## config.mk

```make
export PLATFORM = sky130hd
export DESIGN_NAME = viterbi_punct_enc
export DESIGN_NICKNAME = d
export VERILOG_FILES = /design/src/rtl/viterbi_pkg.sv /design/src/rtl/viterbi_puncture.sv /design/src/rtl/viterbi_punct_enc.sv
export SDC_FILE = /design/constraint.sdc
export NUM_CORES = 1
export LEC_CHECK = 0
export ABC_CLOCK_PERIOD_IN_PS = 1800
export BUFFER_PORTS_ARGS = -buffer_cell sky130_fd_sc_hd__buf_4
export CORE_ASPECT_RATIO = 0.75
export CORE_UTILIZATION = 52
export CTS_BUF_LIST = sky130_fd_sc_hd__clkbuf_8
export DETAILED_ROUTE_END_ITERATION = 8
export PLACE_DENSITY = 0.77
export SYNTH_ARGS = -nofsm -noshare
export SYNTH_HDL_FRONTEND = slang
export SYNTH_SLANG_ARGS = --single-unit
```

## constraint.sdc

```tcl
create_clock -name i_clk -period 1.8 [get_ports i_clk]
set_input_delay 0.27 -clock i_clk [delete_from_list [all_inputs] [get_ports i_clk]]
set_output_delay 0.27 -clock i_clk [all_outputs]
set_load 0.02 [all_outputs]
```

## src/rtl/viterbi_pkg.sv

```systemverilog
// viterbi_pkg: speed codes, puncture patterns/periods and FSM state shared by viterbi_punct_enc.
package viterbi_pkg;
  localparam logic [1:0] SPD_1_2 = 2'd0;
  localparam logic [1:0] SPD_2_3 = 2'd1;
  localparam logic [1:0] SPD_3_4 = 2'd2;
  localparam logic [1:0] SPD_5_6 = 2'd3;
  localparam logic [2:0] PER_1_2 = 3'd1;
  localparam logic [2:0] PER_2_3 = 3'd2;
  localparam logic [2:0] PER_3_4 = 3'd3;
  localparam logic [2:0] PER_5_6 = 3'd5;
  // Bit p of each pattern is the keep flag for phase p (bit 0 = first beat of the period).
  localparam logic [4:0] PAT_A_1_2 = 5'b00001;
  localparam logic [4:0] PAT_B_1_2 = 5'b00001;
  localparam logic [4:0] PAT_A_2_3 = 5'b00011;
  localparam logic [4:0] PAT_B_2_3 = 5'b00001;
  localparam logic [4:0] PAT_A_3_4 = 5'b00101;
  localparam logic [4:0] PAT_B_3_4 = 5'b00011;
  localparam logic [4:0] PAT_A_5_6 = 5'b10101;
  localparam logic [4:0] PAT_B_5_6 = 5'b01011;
  typedef enum logic [1:0] {IDLE, DATA, TAIL} state_t;
  function automatic logic [2:0] punct_period(input logic [1:0] spd);
    return spd == SPD_2_3 ? PER_2_3 : spd == SPD_3_4 ? PER_3_4 : spd == SPD_5_6 ? PER_5_6 : PER_1_2;
  endfunction
  function automatic logic [1:0] punct_keep(input logic [1:0] spd, input logic [2:0] ph);
    logic [4:0] a;
    logic [4:0] b;
    a = spd == SPD_2_3 ? PAT_A_2_3 : spd == SPD_3_4 ? PAT_A_3_4 : spd == SPD_5_6 ? PAT_A_5_6 : PAT_A_1_2;
    b = spd == SPD_2_3 ? PAT_B_2_3 : spd == SPD_3_4 ? PAT_B_3_4 : spd == SPD_5_6 ? PAT_B_5_6 : PAT_B_1_2;
    return {b[ph], a[ph]};
  endfunction
endpackage

```

## src/rtl/viterbi_puncture.sv

```systemverilog
// viterbi_puncture: selects the puncture pattern for the current phase and packs kept bits from bit 0.
module viterbi_puncture
  import viterbi_pkg::*;
#(
  parameter int P_NUM_POL = 2
) (
  input  logic [P_NUM_POL-1:0] i_bits,
  input  logic [1:0]           i_speed,
  input  logic [2:0]           i_phase,
  output logic [P_NUM_POL-1:0] o_data,
  output logic [P_NUM_POL-1:0] o_valid
);
  if (P_NUM_POL == 2) begin : g_punct
    logic [1:0] keep;
    always_comb begin
      keep = punct_keep(i_speed, i_phase);
      o_data = keep == 2'b11 ? i_bits : {1'b0, keep[0] ? i_bits[0] : i_bits[1]};
      o_valid = keep == 2'b11 ? 2'b11 : keep == 2'b00 ? 2'b00 : 2'b01;
    end
  end else begin : g_pass
    assign o_data = i_bits;
    assign o_valid = '1;
  end
endmodule

```

## src/rtl/viterbi_punct_enc.sv

```systemverilog
// viterbi_punct_enc: streaming convolutional encoder with puncturing and registered output.
// Define VITERBI_PUNCT_ENC_TAIL_EN to build the TAIL state that flushes K-1 zeros after each frame.
module viterbi_punct_enc
  import viterbi_pkg::*;
#(
  parameter int                                  P_SIZE_POLINOM  = 7,
  parameter int                                  P_NUM_POL       = 2,
  parameter logic [P_NUM_POL*P_SIZE_POLINOM-1:0] P_POLINOMS      = {7'b1101101, 7'b1001111},
  parameter logic [P_SIZE_POLINOM-1:0]           P_DEFOULT_STATE = '0
) (
  input  logic                 i_clk,
  input  logic                 i_reset,
  input  logic                 i_data,
  input  logic                 i_valid,
  input  logic                 i_last,
  output logic                 o_ready,
  input  logic [1:0]           i_speed,
  output logic [P_NUM_POL-1:0] o_data,
  output logic [P_NUM_POL-1:0] o_valid,
  output logic                 o_last,
  input  logic                 i_ready
);
  localparam int K = P_SIZE_POLINOM;
  localparam int N = P_NUM_POL;
  state_t state_q, state_d;
  logic [K-2:0] s_q, s_d;
  logic [2:0] phase_q, phase_d, period;
  logic [1:0] speed_q, speed_d, spd;
  logic [N-1:0] o_data_q, o_data_d, o_valid_q, o_valid_d, code, p_data, p_valid;
  logic o_last_q, o_last_d;
  logic slot, accept, tail_go, step, fin, bit_in;
  logic [K-1:0] window;
  assign slot = o_valid_q == '0 || i_ready;
  assign o_ready = i_reset && state_q != TAIL && slot;
  assign accept = i_valid && o_ready;
`ifdef VITERBI_PUNCT_ENC_TAIL_EN
  localparam state_t ST_END = TAIL;
  logic [3:0] tail_cnt_q, tail_cnt_d;
  assign tail_go = state_q == TAIL && slot;
  assign fin = tail_go && tail_cnt_q == 4'(K - 2);
  always_comb tail_cnt_d = state_q != TAIL ? 4'd0 : tail_go ? tail_cnt_q + 4'd1 : tail_cnt_q;
  always_ff @(posedge i_clk) tail_cnt_q <= !i_reset ? 4'd0 : tail_cnt_d;
`else
  localparam state_t ST_END = IDLE;
  assign tail_go = 1'b0;
  assign fin = accept && i_last;
`endif
  always_comb begin
    step = accept || tail_go;
    bit_in = accept && i_data;
    // The first beat of a frame already uses the incoming speed; later beats use the latched one.
    spd = state_q == IDLE ? i_speed : speed_q;
    period = N == 2 ? punct_period(spd) : 3'd1;
    window = {s_q, bit_in};
    code = '0;
    for (int j = 0; j < N; j++) code[j] = ^(P_POLINOMS[j*K +: K] & window);
    s_d = fin ? P_DEFOULT_STATE[K-2:0] : step ? {s_q[K-3:0], bit_in} : s_q;
    phase_d = fin ? 3'd0 : !step ? phase_q : phase_q == period - 3'd1 ? 3'd0 : phase_q + 3'd1;
    speed_d = state_q == IDLE && accept ? i_speed : speed_q;
    state_d = fin ? IDLE : accept ? (i_last ? ST_END : DATA) : state_q;
    o_data_d = !slot ? o_data_q : step ? p_data : '0;
    o_valid_d = !slot ? o_valid_q : step ? p_valid : '0;
    o_last_d = !slot ? o_last_q : fin;
  end
  viterbi_puncture #(.P_NUM_POL(N)) u_punct (
    .i_bits (code),
    .i_speed(spd),
    .i_phase(phase_q),
    .o_data (p_data),
    .o_valid(p_valid)
  );
  always_ff @(posedge i_clk) begin
    if (!i_reset) begin
      state_q <= IDLE;
      s_q <= P_DEFOULT_STATE[K-2:0];
      phase_q <= 3'd0;
      speed_q <= SPD_1_2;
      o_data_q <= '0;
      o_valid_q <= '0;
      o_last_q <= 1'b0;
    end else begin
      state_q <= state_d;
      s_q <= s_d;
      phase_q <= phase_d;
      speed_q <= speed_d;
      o_data_q <= o_data_d;
      o_valid_q <= o_valid_d;
      o_last_q <= o_last_d;
    end
  end
  assign o_data = o_data_q;
  assign o_valid = o_valid_q;
  assign o_last = o_last_q;
endmodule

```

* Yosys cells after proc, flatten, opt, wreduce, memory -nomap -nowiden
Cells that the tools add are included.
Cells by class: add/sub/neg operators 2, eq/ne operators 6, mux-type cells 22, reduce and logical (&&, ||, !) cells 13, bitwise operators 1, $lt $le $gt $ge 1
Operator list (number):
- 2-to-1 mux 5 bit | 5
- XOR reduction 7 bit | 2
- 2-to-1 mux 3 bit | 4
- 2-to-1 mux 2 bit | 5
- binary-select mux 1 bit (select 3 bit) | 2
- equality test 2 bit, second input constant | 3
- logical AND 1 bit | 6
- logical NOT 2 bit | 3
- 2-to-1 mux 1 bit | 5
- < comparator 3 x 4 -> 1 bit, second input constant | 1
- 2-to-1 mux 4 bit | 1
- adder 3 x 1 -> 3 bit, second input constant | 1
- equality test 3 bit | 1
- subtractor 3 x 1 -> 3 bit, second input constant | 1
- equality test 2 x 1 -> 1 bit, second input constant | 1
- != test 2 bit, second input constant | 1
- OR reduction 2 bit | 1
- logical OR 1 bit | 1
- NOT 1 bit | 1
Word-level totals: flip-flop bits (word level) 18

* Logic depth before layout (Yosys ltp)
word-level depth 12, mapped depth 8, gate-level depth less buffers 7

* Hierarchy
Synthesis repeated with hierarchy kept, for this count alone.
Unflattened totals: cell total of the unflattened synthesis 113, area total of the unflattened synthesis 925.9 um^2
Modules (own cells, without submodules):
- viterbi_punct_enc | sequential area each 340.3 um^2, instances 1, cells each 99, area an instance 843.3 um^2
- viterbi_puncture | sequential area each 0.0 um^2, instances 1, cells each 14, area an instance 82.6 um^2

* Least setup slack after synthesis
OpenSTA, ideal clock, no wires.
path type flip-flop to flip-flop, from reg state_q[0], to reg o_data_q[1] (netlist: o_data[1]), arrival 1619 ps, required time 1741 ps, path buffers 1, setup time 59 ps, path slack 122 ps, stages on the path, launching flop included 9, cell sequence dfxtp_1 -> buf_6 -> mux2i_4 -> nand2b_1 -> ha_1 -> o32ai_2 -> nor2_2 -> o31ai_1 -> and2_1
On the way: longest elaborated chain between the ends 11
Ends and longest elaborated chain:
- from (decl) | line viterbi_punct_enc.sv:25 | state_t state_q, state_d;
- from (signal assigned) | line viterbi_punct_enc.sv:82 | state_q <= state_d;
- logical NOT 2 bit | line viterbi_punct_enc.sv:52 | spd = state_q == IDLE ? i_speed : speed_q;
- 2-to-1 mux 2 bit | line viterbi_punct_enc.sv:52
- equality test 2 bit | line viterbi_pkg.sv:27, viterbi_pkg.sv:28
- 2-to-1 mux 5 bit or 2-to-1 mux 4 bit (tied branches) | line viterbi_pkg.sv:27, viterbi_pkg.sv:28
- 2-to-1 mux 5 bit (on tied branches) (2 in series) | line viterbi_pkg.sv:27, viterbi_pkg.sv:28
- binary-select mux 1 bit (select 3 bit) | line viterbi_pkg.sv:29 | return {b[ph], a[ph]};
- 2-to-1 mux 1 bit (not written as such) | line viterbi_pkg.sv:29
- equality test 2 bit | line viterbi_puncture.sv:17 | o_data = keep == 2'b11 ? i_bits : {1'b0, keep[0] ? i_bits[0] : i_bits[1]};
- 2-to-1 mux 2 bit | line viterbi_puncture.sv:17
- 2-to-1 mux 2 bit (*) | line viterbi_punct_enc.sv:61 | o_data_d = !slot ? o_data_q : step ? p_data : '0;
- to (signal assigned) | line viterbi_punct_enc.sv:86 | o_data_q <= o_data_d;
- to (decl) | line viterbi_punct_enc.sv:29 | logic [N-1:0] o_data_q, o_data_d, o_valid_q, o_valid_d, code, p_data, p_valid;
Every way passes the cells marked *; elsewhere a longest branch is shown, timed or not. The select of a mux whose other input is x is not followed. A chain may end at the register's enable or synchronous reset.

* Worst setup path in the final report
Same ends and word-level chain as after synthesis.

==> results_dict.tcl <==
set metrics [dict create \
    path_cells "mux2i_4 > nand2b_1 > ha_1 > o32ai_4 > nor2_2 > o31ai_1 > and2_1" \
    synthTopCellsByArea "dfxtp_1 (36%), nand2_1 (10%), xnor2_1 (5.5%)" \
    syn_area_per_cell_sq_um 8.55 \
    hp-start "i_speed[0]" \
    cpMaxStageDelayCell "dfxtp_2" \
    syn_inst 112 \
    holdWs_ns 0.304 \
    die_height_um 39.2 \
    r2r_setup_slack_ns 0.11 \
    critPathLaunchType "flip-flop" \
    ctsHoldBuffers 0 \
    synth_area_leader_cell "dfxtp_1" \
    min_period_ns 1.69 \
    finalMaxSlewViolations 0 \
    peakVddDrop_uv 520 \
    insertion_delay_ns 0.25 \
    power_mw 0.846 \
    hold_class "in -> reg" \
    relSlewSlack_pct 74.6 \
    nNetsFinal 143 \
    fin_tns_setup_ns 0 \
    synth_top_family_by_area "simple AND/OR/NAND/NOR gates" \
    grtUsageTotal_pct 19.9 \
    root_buffer "clkbuf_8" \
    fp-row-count 13 \
    vias 818 \
    worstRegToRegCells 7 \
    p_per_area_nw_per_um2 718 \
    num_io_pins 14 \
    holdPathEnd "speed_q[0]" \
    portBuffers 13 \
    cts_sinks 17 \
    core-area_sq_um 1720 \
    clockBufferDepth 2 \
    drtIter0Drc 12 \
    wl_per_cell_um 12.2 \
    via_per_inst 5.31 \
    dieArea_sq_um 2020 \
    fin_ws_ns 0.105 \
    finalHoldViolCount 0 \
    tightestPinTransition_ns 0.381 \
    die_x_um 51.5 \
    ys_seq_area_share_pct 35.6 \
    drive_gt1_share_pct 26.5 \
    place_ws_ns 0.0380 \
    ys_ff_latch 17 \
    yosysUniqueCellTypes 36 \
    placed_area_sq_um 1100 \
    max-cap-violations 0 \
    routed_wl_mm 1.88 \
    finalCritPeriodShare_pct 94.2 \
    start_util_pct 55.5 \
    drtAntennaViolNets 0 \
    grt-ovfl-total 0 \
    ys.warnings.count 0 \
    worst_ep_required_time_ns 2.00 \
    grt_pass1_wl_mm 2.83 \
    post-dp-hpwl_mm 1.40 \
    nFillCells 149 \
    arrival_ns 1.90 \
    path_buf_inv 0 \
    clk_pin_slew_worst_paths_ns 0.07 \
    postLayoutCellArea_sq_um 1180 \
    finClkSkew_ns 0.00443 \
    syn_area_sq_um 957 \
    drc 0 \
    critPathMaxFanout 4 \
    power.leakage_nw 0.444 \
    cts_buffers 3 \
    setup_viol 0 \
    area_growth_pct 23.0 \
    antenna_found_initial 0 \
    synth.top_cell.area_share_pct 35.6 \
    synthSimpleGateAreaFrac_pct 25.6 \
    status "complete, no violations" \
    synth_nets 122 \
    r2r_start "state_q[0]" \
    cts_tree "yes" \
    max_stage_delay_ns 0.40 \
    synthMuxAreaShare_pct 5.75 \
    cp_top_family "compound AO/OA/AOI/OAI gates" \
    synthAdderAreaFrac_pct 2.61 \
    fmax_mhz 590 \
    synth-xor-area-share_pct 6.41 \
    criticalPathCategory "reg -> reg" \
    n_antenna_cell 0 \
    firstDrtPassIters 4 \
    critPathCaptureType "flip-flop" \
    min_path_cells 3 \
    synth-compound-area-share_pct 19.9 \
    place_congestion 0.794 \
    r2r_end "o_data[1]" \
    path_depth 7 \
    h-tree-depth 1 \
    grt_max_degree 13 \
    grt_pass1_vias 673 \
]
[cell usage after synthesis]
cell type,n
mux2i_1,1
nand3_1,5
o21ai_1,2
nor2_2,1
and3_4,1
o21ai_0,3
nand2b_1,1
a21oi_1,10
dfxtp_1,17
nand4_1,1
nor3b_1,1
inv_1,4
mux4_2,1
xor2_1,1
o21bai_1,1
xnor2_1,6
or3b_1,1
o31ai_1,1
o221ai_1,1
nand2_1,26
o22ai_1,1
mux2i_4,1
a41o_1,1
buf_2,2
nor2_1,5
o21a_2,1
nand3b_1,1
a21boi_1,3
and2_1,4
clkbuf_1,1
nand3b_4,1
nor3_1,1
ha_1,2
o32ai_2,1
buf_6,1
a2111oi_4,1
[how the worst max path moves through the flow]
stage	startpoint	endpoint	slack (ns)
finish	state_q[0]	o_data[1]	0.11
global route	state_q[0]	o_data[0]	-0.004
CTS	state_q[0]	o_data[1]	0.02
detailed placement	state_q[0]	o_data[0]	0.04
global placement	state_q[0]	o_data[1]	0.09
floorplan	state_q[0]	o_data[1]	0.12
[layer usage]
| metal | track usage, % | vias to the layer above | part of all wire (%) |
|---|---|---|---|
| met2 | 32.5 | 10 | 47 |
| met5 | 0 | - | 0 |
| met3 | 7.06 | 4 | 3.9 |
| met1 | 24.8 | 378 | 48 |
| met4 | 6.08 | 0 | 1.0 |
| li1 | - | 426 | - |
[power by group]
part | switching (mW) | internal [mW] | leakage [nW]
registers | 0.0150 | 0.390 | 0.139
logic | 0.0822 | 0.0762 | 0.280
clock network | 0.128 | 0.154 | 0.0255
[flip-flops by register name, summed over array words and instances (netlist names)]
signal	count
o_valid	2
speed_q	2
s_q	6
phase_q	3
state_q	1
o_data	2
o_last	1
[worst min-delay path, delay by kind of cell]
family | cells | cell delay, ns
AOI/OAI and AO/OA | 1 | 0.05
buffers and inverters | 1 | 0.14
and+or+nand+nor | 1 | 0.05
[timing repair]
action	4_1_cts	5_1_grt
endpoints found under the setup margin	0	3
resized for setup	0	4
setup buffers	0	1
[cell families after synthesis]
group	Yosys count
AND/OR/NAND/NOR	49
AO/OA/AOI/OAI	26
multiplexers	3
buffers and inverters	8
adder cells (fa/ha/maj)	2
XOR/XNOR	7
flip-flops	17
[final cells by class]
class	count	area (sq um)	share of cell area, %
tap	22	27.5	2.34
inverter	4	15.0	1.28
multi-input combinational	87	597	50.7
clock inverter	1	5.00	0.425
timing repair buffer	20	150	12.8
clock buffer	3	41.3	3.51
sequential	17	342	29.0
[through the flow]
step / util [%] / instances
2_1_floorplan: - / 112
3_3_place_gp: 63.9 / 149
3_5_place_dp: 63.9 / 149
4_1_cts: 66.6 / 153
5_1_grt: 68.3 / 154
6_report: 68.3 / 154
[layout by cell type (no fill, tap or decap), drive strengths merged, types with 2 or more instances in the layout]
cell type   n
mux2i       2
nand2      26
ha          2
a21oi      10
o21ai       5
inv         4
and2        4
buf        20
dfxtp      17
nand3       5
nand3b      2
nor2        6
a21boi      3
clkbuf      3
xnor2       6
Note: power is estimated with default switching activity, not from simulation.
